<file path="config.mk">
export PLATFORM = sky130hd
export DESIGN_NAME = alu_sched
export DESIGN_NICKNAME = d
export VERILOG_FILES = /design/src/rtl/alu_pkg.sv /design/src/rtl/alu_exec.sv /design/src/rtl/alu_sched.sv
export SDC_FILE = /design/constraint.sdc
export NUM_CORES = 1
export LEC_CHECK = 0
export ABC_AREA = 1
export ABC_CLOCK_PERIOD_IN_PS = 2400
export BUFFER_PORTS_ARGS = -buffer_cell sky130_fd_sc_hd__buf_2
export CORE_UTILIZATION = 41
export CTS_CLUSTER_DIAMETER = 40
export DETAILED_ROUTE_END_ITERATION = 10
export GPL_TIMING_DRIVEN = 0
export PLACE_DENSITY = 0.67
export SYNTH_ARGS = -nofsm -noshare
export SYNTH_HDL_FRONTEND = slang
export SYNTH_SLANG_ARGS = --single-unit
</file>
<file path="constraint.sdc">
create_clock -name clk -period 2.4 [get_ports clk]
set_input_delay 0.48 -clock clk [delete_from_list [all_inputs] [get_ports clk]]
set_output_delay 0.48 -clock clk [all_outputs]
set_load 0.005 [all_outputs]
</file>
<file path="src/rtl/alu_pkg.sv">
// rtl/alu_pkg.sv - shared opcode, opcode type and scheduler state definitions
package alu_pkg;

   typedef logic [2:0] op_t;

   localparam op_t OP_ADD = 3'd0;
   localparam op_t OP_SUB = 3'd1;
   localparam op_t OP_XOR = 3'd2;
   localparam op_t OP_OR  = 3'd3;
   localparam op_t OP_AND = 3'd4;

   typedef enum logic {
      ST_IDLE = 1'b0,
      ST_RESP = 1'b1
   } sched_state_t;

endpackage

</file>
<file path="src/rtl/alu_exec.sv">
// rtl/alu_exec.sv - combinational ALU: add/sub/xor/or/and with carry and illegal-opcode flag
module alu_exec
   import alu_pkg::*;
#(
   parameter int W = 8
) (
   input  logic [W-1:0] a,
   input  logic [W-1:0] b,
   input  op_t          op,
   output logic [W-1:0] out,
   output logic         carry,
   output logic         err
);

   logic [W:0] sum;

   // Decode the opcode; borrow for SUB is the unsigned a<b compare.
   always_comb begin
      out   = '0;
      carry = 1'b0;
      err   = 1'b0;
      sum   = {1'b0, a} + {1'b0, b};
      unique case (op)
         OP_ADD: begin
            out   = sum[W-1:0];
            carry = sum[W];
         end
         OP_SUB: begin
            out   = a - b;
            carry = (a < b);
         end
         OP_XOR: out = a ^ b;
         OP_OR:  out = a | b;
         OP_AND: out = a & b;
         default: err = 1'b1;
      endcase
   end

endmodule

</file>
<file path="src/rtl/alu_sched.sv">
// rtl/alu_sched.sv - round-robin multi-requester ALU with one-deep response register; ALU_SCHED_CNT_EN adds done_cnt
module alu_sched
   import alu_pkg::*;
#(
   parameter int NREQ = 2,
   parameter int W    = 8
) (
   input  logic                       clk,
   input  logic                       rst,
   input  logic [NREQ-1:0]            req_valid,
   output logic [NREQ-1:0]            req_ready,
   input  logic [NREQ*W-1:0]          req_a,
   input  logic [NREQ*W-1:0]          req_b,
   input  logic [NREQ*3-1:0]          req_op,
   output logic                       rsp_valid,
   input  logic                       rsp_ready,
   output logic [$clog2(NREQ)-1:0]    rsp_id,
   output logic [W-1:0]               rsp_out,
   output logic                       rsp_carry,
   output logic                       rsp_err
`ifdef ALU_SCHED_CNT_EN
   ,
   output logic [NREQ*16-1:0]         done_cnt
`endif
);

   localparam int IDW = $clog2(NREQ);

   sched_state_t   state_q;
   sched_state_t   state_d;
   logic [IDW-1:0] last_grant;
   logic [IDW-1:0] gnt_idx;
   logic           gnt_found;
   logic [IDW:0]   cand_sum;
   logic [IDW-1:0] cand;
   logic           xfer_en;
   logic           xfer;
   logic [W-1:0]   sel_a;
   logic [W-1:0]   sel_b;
   op_t            sel_op;
   logic [W-1:0]   exec_out;
   logic           exec_carry;
   logic           exec_err;

   // The output register can take a new result when empty or when it drains this cycle.
   assign xfer_en   = !rst && ((state_q == ST_IDLE) || rsp_ready);
   assign xfer      = xfer_en && gnt_found;
   assign rsp_valid = (state_q == ST_RESP);

   // Round-robin search starting one past the last granted requester.
   always_comb begin
      gnt_found = 1'b0;
      gnt_idx   = '0;
      cand_sum  = '0;
      cand      = '0;
      for (int k = 1; k <= NREQ; k++) begin
         cand_sum = {1'b0, last_grant} + (IDW+1)'(k);
         if (cand_sum >= (IDW+1)'(NREQ)) begin
            cand_sum = cand_sum - (IDW+1)'(NREQ);
         end
         cand = cand_sum[IDW-1:0];
         if (!gnt_found && req_valid[cand]) begin
            gnt_found = 1'b1;
            gnt_idx   = cand;
         end
      end
   end

   // Route the winner's operands to the execution unit.
   always_comb begin
      sel_a  = '0;
      sel_b  = '0;
      sel_op = OP_ADD;
      for (int i = 0; i < NREQ; i++) begin
         if (gnt_idx == IDW'(i)) begin
            sel_a  = req_a[i*W +: W];
            sel_b  = req_b[i*W +: W];
            sel_op = req_op[i*3 +: 3];
         end
      end
   end

   alu_exec #(.W(W)) u_exec (
      .a     (sel_a),
      .b     (sel_b),
      .op    (sel_op),
      .out   (exec_out),
      .carry (exec_carry),
      .err   (exec_err)
   );

   // FSM state register.
   always_ff @(posedge clk) begin
      if (rst) begin
         state_q <= ST_IDLE;
      end else begin
         state_q <= state_d;
      end
   end

   // Next state and the one-hot accept for the arbitration winner.
   always_comb begin
      state_d   = state_q;
      req_ready = '0;
      if (xfer) begin
         state_d = ST_RESP;
         for (int i = 0; i < NREQ; i++) begin
            req_ready[i] = (gnt_idx == IDW'(i));
         end
      end else if ((state_q == ST_RESP) && rsp_ready) begin
         state_d = ST_IDLE;
      end
   end

   // Response register and arbitration pointer; both move only on a transfer.
   always_ff @(posedge clk) begin
      if (rst) begin
         rsp_out    <= '0;
         rsp_carry  <= 1'b0;
         rsp_err    <= 1'b0;
         rsp_id     <= '0;
         last_grant <= IDW'(NREQ-1);
      end else if (xfer) begin
         rsp_out    <= exec_out;
         rsp_carry  <= exec_carry;
         rsp_err    <= exec_err;
         rsp_id     <= gnt_idx;
         last_grant <= gnt_idx;
      end
   end

`ifdef ALU_SCHED_CNT_EN
   logic [NREQ-1:0][15:0] cnt_q;

   assign done_cnt = cnt_q;

   // Count each drained response against the requester that issued it.
   always_ff @(posedge clk) begin
      if (rst) begin
         cnt_q <= '0;
      end else if (rsp_valid && rsp_ready) begin
         cnt_q[rsp_id] <= cnt_q[rsp_id] + 16'd1;
      end
   end
`endif

endmodule

</file>
==> results <==
- The weighted congestion reported at the end of routability-driven placement is 0.906.
- Synthesis handed over a netlist of ~350 instances.
- For this design the ratio of total power to cell area is 417 nW/µm².
- CTS placed an instance of clkbuf_8 at the clock tree root.
- After detailed routing, the number of remaining DRC violations is 0.
- The clock latency on the worst-skew pair is 0.25 ns.
- The family of cells with the greatest summed delay on the critical path is simple AND/OR/NAND/NOR gates.
- The pre-CTS setup slack is -0.516 ns.
- The first TritonRoute pass finished after 4 iterations.
- The routed wire length is 6070 µm.
- The routed length per instance is 12.3 µm.
- The final count of negative-setup-slack endpoints is 0.
- Ranked by total cell area, the synthesized netlist is headed by ha_1, nand2_1, dfxtp_1.
- The count of boundary I/O pins is between 50 and 60.
- STA classifies the critical path startpoint as a flop.
- The overall power after layout is between 0.001 and 0.0015 W.
- The number of port buffers is 55.
- Among all stages on the critical path, the largest delay is contributed by dfxtp_2.
- For this run, the top clock speed supported by timing is 0.420 GHz.
- The final setup TNS is 0 ns.
- At the worst endpoint, the required time is between 2 and 3 ns.
- The final route contains approximately 2.4k vias.
- The first global-routing pass estimated just over 9000 µm of wire.
- Across all setup checks in the final design, the least slack found is between 0.015 and 0.02 ns.
- TritonCTS built the clock tree.
- The cell type contributing the most total cell area after synthesis is ha_1.
- The slew at the pin closest to its max-slew limit is 0.484 ns.
- The run finished with clean final reports.
- The tool flagged a number of max-cap violations equal to 0.
- The number of warnings reported in the yosys synthesis log is 0.
- The maximum buffer depth of the clock tree is 2.
- The number of synthesized register bits is 13.
- The synthesized netlist contains 30 unique library cells.
- Counting every net in the synthesized netlist gives 422.
- Across the routed clock network, the largest skew measured is between 0.003 and 0.004 ns.
- The hold buffer count at cts is 0.
- The final count of pins violating max slew was 0.
- The classification of the worst setup path is reg2reg.
- The peak ir drop on the vdd network is ~0.24 mV.
- The number of clock buffers added by TritonCTS is 3.
- The via count normalized by instance count is 4.85.
- The async set or reset register ratio after synthesis is 0%.
- The synthesis-to-layout area growth is 39.7%.
- The final hold violation count is 0.
- The initial cell density of the core is between 40% and 50%.
- The number of enable flip-flop cells after synthesis is 0.
- The clock sink count is 13.
- Setup repair after global routing could not meet its margin everywhere.
- Together, buffers and inverters on the worst path number 3.
- CTS built an H-tree with a depth of 1.
- The detailed placement HPWL is 4550 µm.
- The arrival time reported for the critical path endpoint is ~2.6 ns.
- The repair_antennas step left the layout with diodes totalling 0.
- The number of routed nets with antenna violations is 0.
- The number of placement rows is 25.
- By instance count, the leading cell after synthesis is nand2_1.
- The largest incremental delay on the critical path is 0.35 ns.
- The worst hold slack is 0.458 ns.
- The minimum clock period after layout is 2.38 ns.
- The number of global-route vias before repair came to 2,125.
- The leakage dissipation is approximately 1.6 nW.
- Along the worst path, the maximum fanout reaches 9.
- The cell area that synthesis handed to floorplanning was around 2100 µm².
- Entering global routing, the biggest net connects 11 pins.
- The type of the tightest min-delay check is reg2reg.
- The core footprint is 4850 µm².
- The ratio of cells with drive above 1 in the final layout is a little over a third.
- The CTS clock-pin slew for the worst setup and hold paths is 0.05 ns.
- The die is 73.7 µm wide.
- The floorplan die area is 5430 µm².
- The remaining max-slew budget at the tightest pin is 67.7%.
- Global routing finished with a remaining overflow of 0.
- The average cell area after synthesis is 5.99 µm².
- The element type at the critical path end is a flop.
- After the first detailed-routing iteration, the DRC count stood at 96.
- Across every metal layer, demand over resource in global routing totals 22.2%.
- The post-layout net count is 496.
- The die boundary height is 73.7 µm.
- Walking the worst path, the cells encountered are nand2_4 -> nand2_4 -> buf_12 -> inv_1 -> or2_4 -> o21ai_4 -> ha_2 -> inv_2 -> ha_1 -> or2_4 -> nand4_1 -> nand3_1 -> nand2_1 -> nand3_1 -> nand3_2 -> nand2_1 -> a21oi_2.
- The share of the synthesized area in the top cell type is 16.0%.
- The share of the yosys chip area belonging to registers is 12.4%.
- The initial antenna violation count was 0.
- The predominant post-synthesis flop cell is dfxtp_1.
- The commonest cells after synthesis are nand2_1, inv_1, nor2_1, nand3_1, ha_1.
- The final clock period utilization by the worst path is 99.3%.
worst paths after layout:
check                                              from                       to  slack, ns  cells past startpoint
worst min-delay path            rsp_out[4]$_SDFFE_PP0P_  rsp_out[4]$_SDFFE_PP0P_       0.46                      2
worst min register to register  rsp_out[4]$_SDFFE_PP0P_  rsp_out[4]$_SDFFE_PP0P_       0.46                      2
worst max-delay path            last_grant$_SDFFE_PP1P_  rsp_out[6]$_SDFFE_PP0P_       0.02                     17
worst max register to register  last_grant$_SDFFE_PP1P_  rsp_out[6]$_SDFFE_PP0P_       0.02                     17
cells in the final DEF, fill, tap and decap left out, drive strengths merged, types with 2 or more instances in the layout:
| master | instances |
|---|---|
| a21oi | 18 |
| buf | 78 |
| clkbuf | 6 |
| dfxtp | 13 |
| ha | 27 |
| inv | 61 |
| nand2 | 103 |
| nand3 | 35 |
| nand4 | 12 |
| nor2 | 36 |
| nor3 | 2 |
| o21a | 2 |
| o21ai | 23 |
| or2 | 2 |
| xor2 | 3 |
flip-flops by register name, indices dropped and copies added (netlist names):
register	flops
last_grant	1
rsp_id	1
rsp_out	8
rsp_carry	1
rsp_valid	1
rsp_err	1
cell type report:
cell class / instances / area, µm²
repair buffers: 70 / 387
clock buffers: 4 / 45.0
flip-flops and latches: 13 / 262
multi-input cells: 266 / 1800
inverters: 62 / 234
well taps: 67 / 83.8
plain buffers: 10 / 133
fillers: 491 / 1900
through the flow:
stage / cell area, µm² / utilization [%] / cells
after floorplan: 2200 / - / 352
final: 2940 / 60.7 / 492
after detailed placement: 2550 / 52.7 / 474
after global placement: 2550 / 52.7 / 474
after global routing: 2940 / 60.7 / 492
after CTS: 2720 / 56.1 / 482
kinds of logic (layout without fill, tap and decap cells):
group,count (synthesis),count (layout),synth area share [%]
AND/OR/NAND/NOR,191,191,44.9
buffers and inverters,73,146,14.1
AO/OA/AOI/OAI,45,45,11.3
adder cells (fa/ha/maj),27,27,16.0
flip-flops,13,13,12.4
XOR/XNOR,3,3,1.25
routing by layer:
layer	global-route usage [%]	vias to the layer above	wire, µm
met4	8.76	0	123
li1	-	1261	-
met5	0	-	0
met2	39.4	83	2860
met1	26.8	1029	2780
met3	2.88	12	302
where the power goes:
| group | leakage, nW | total [W] | internal [W] | switching, W |
|---|---|---|---|---|
| registers | 0.106 | 0.000242 | 0.000234 | 0.00000841 |
| clock network | 0.0228 | 0.000197 | 0.000117 | 0.0000791 |
| logic | 1.43 | 0.000790 | 0.000331 | 0.000459 |
| total | 1.56 | 0.00123 | 0.000682 | 0.000547 |
tightest hold or removal path, stage by stage (launching register included):
cell,delay [ns]
dfxtp_1,0.30
nand2_1,0.06
a21oi_1,0.05
timing repair:
| item | in CTS | in global routing |
|---|---|---|
| gates resized for setup | 25 | 35 |
| buffers inserted | 4 | 8 |
| pin swaps | 5 | 17 |
| cloned | 0 | 3 |
| setup endpoints to repair | 7 | 7 |
No activity file was read; power rests on OpenSTA's default activity.
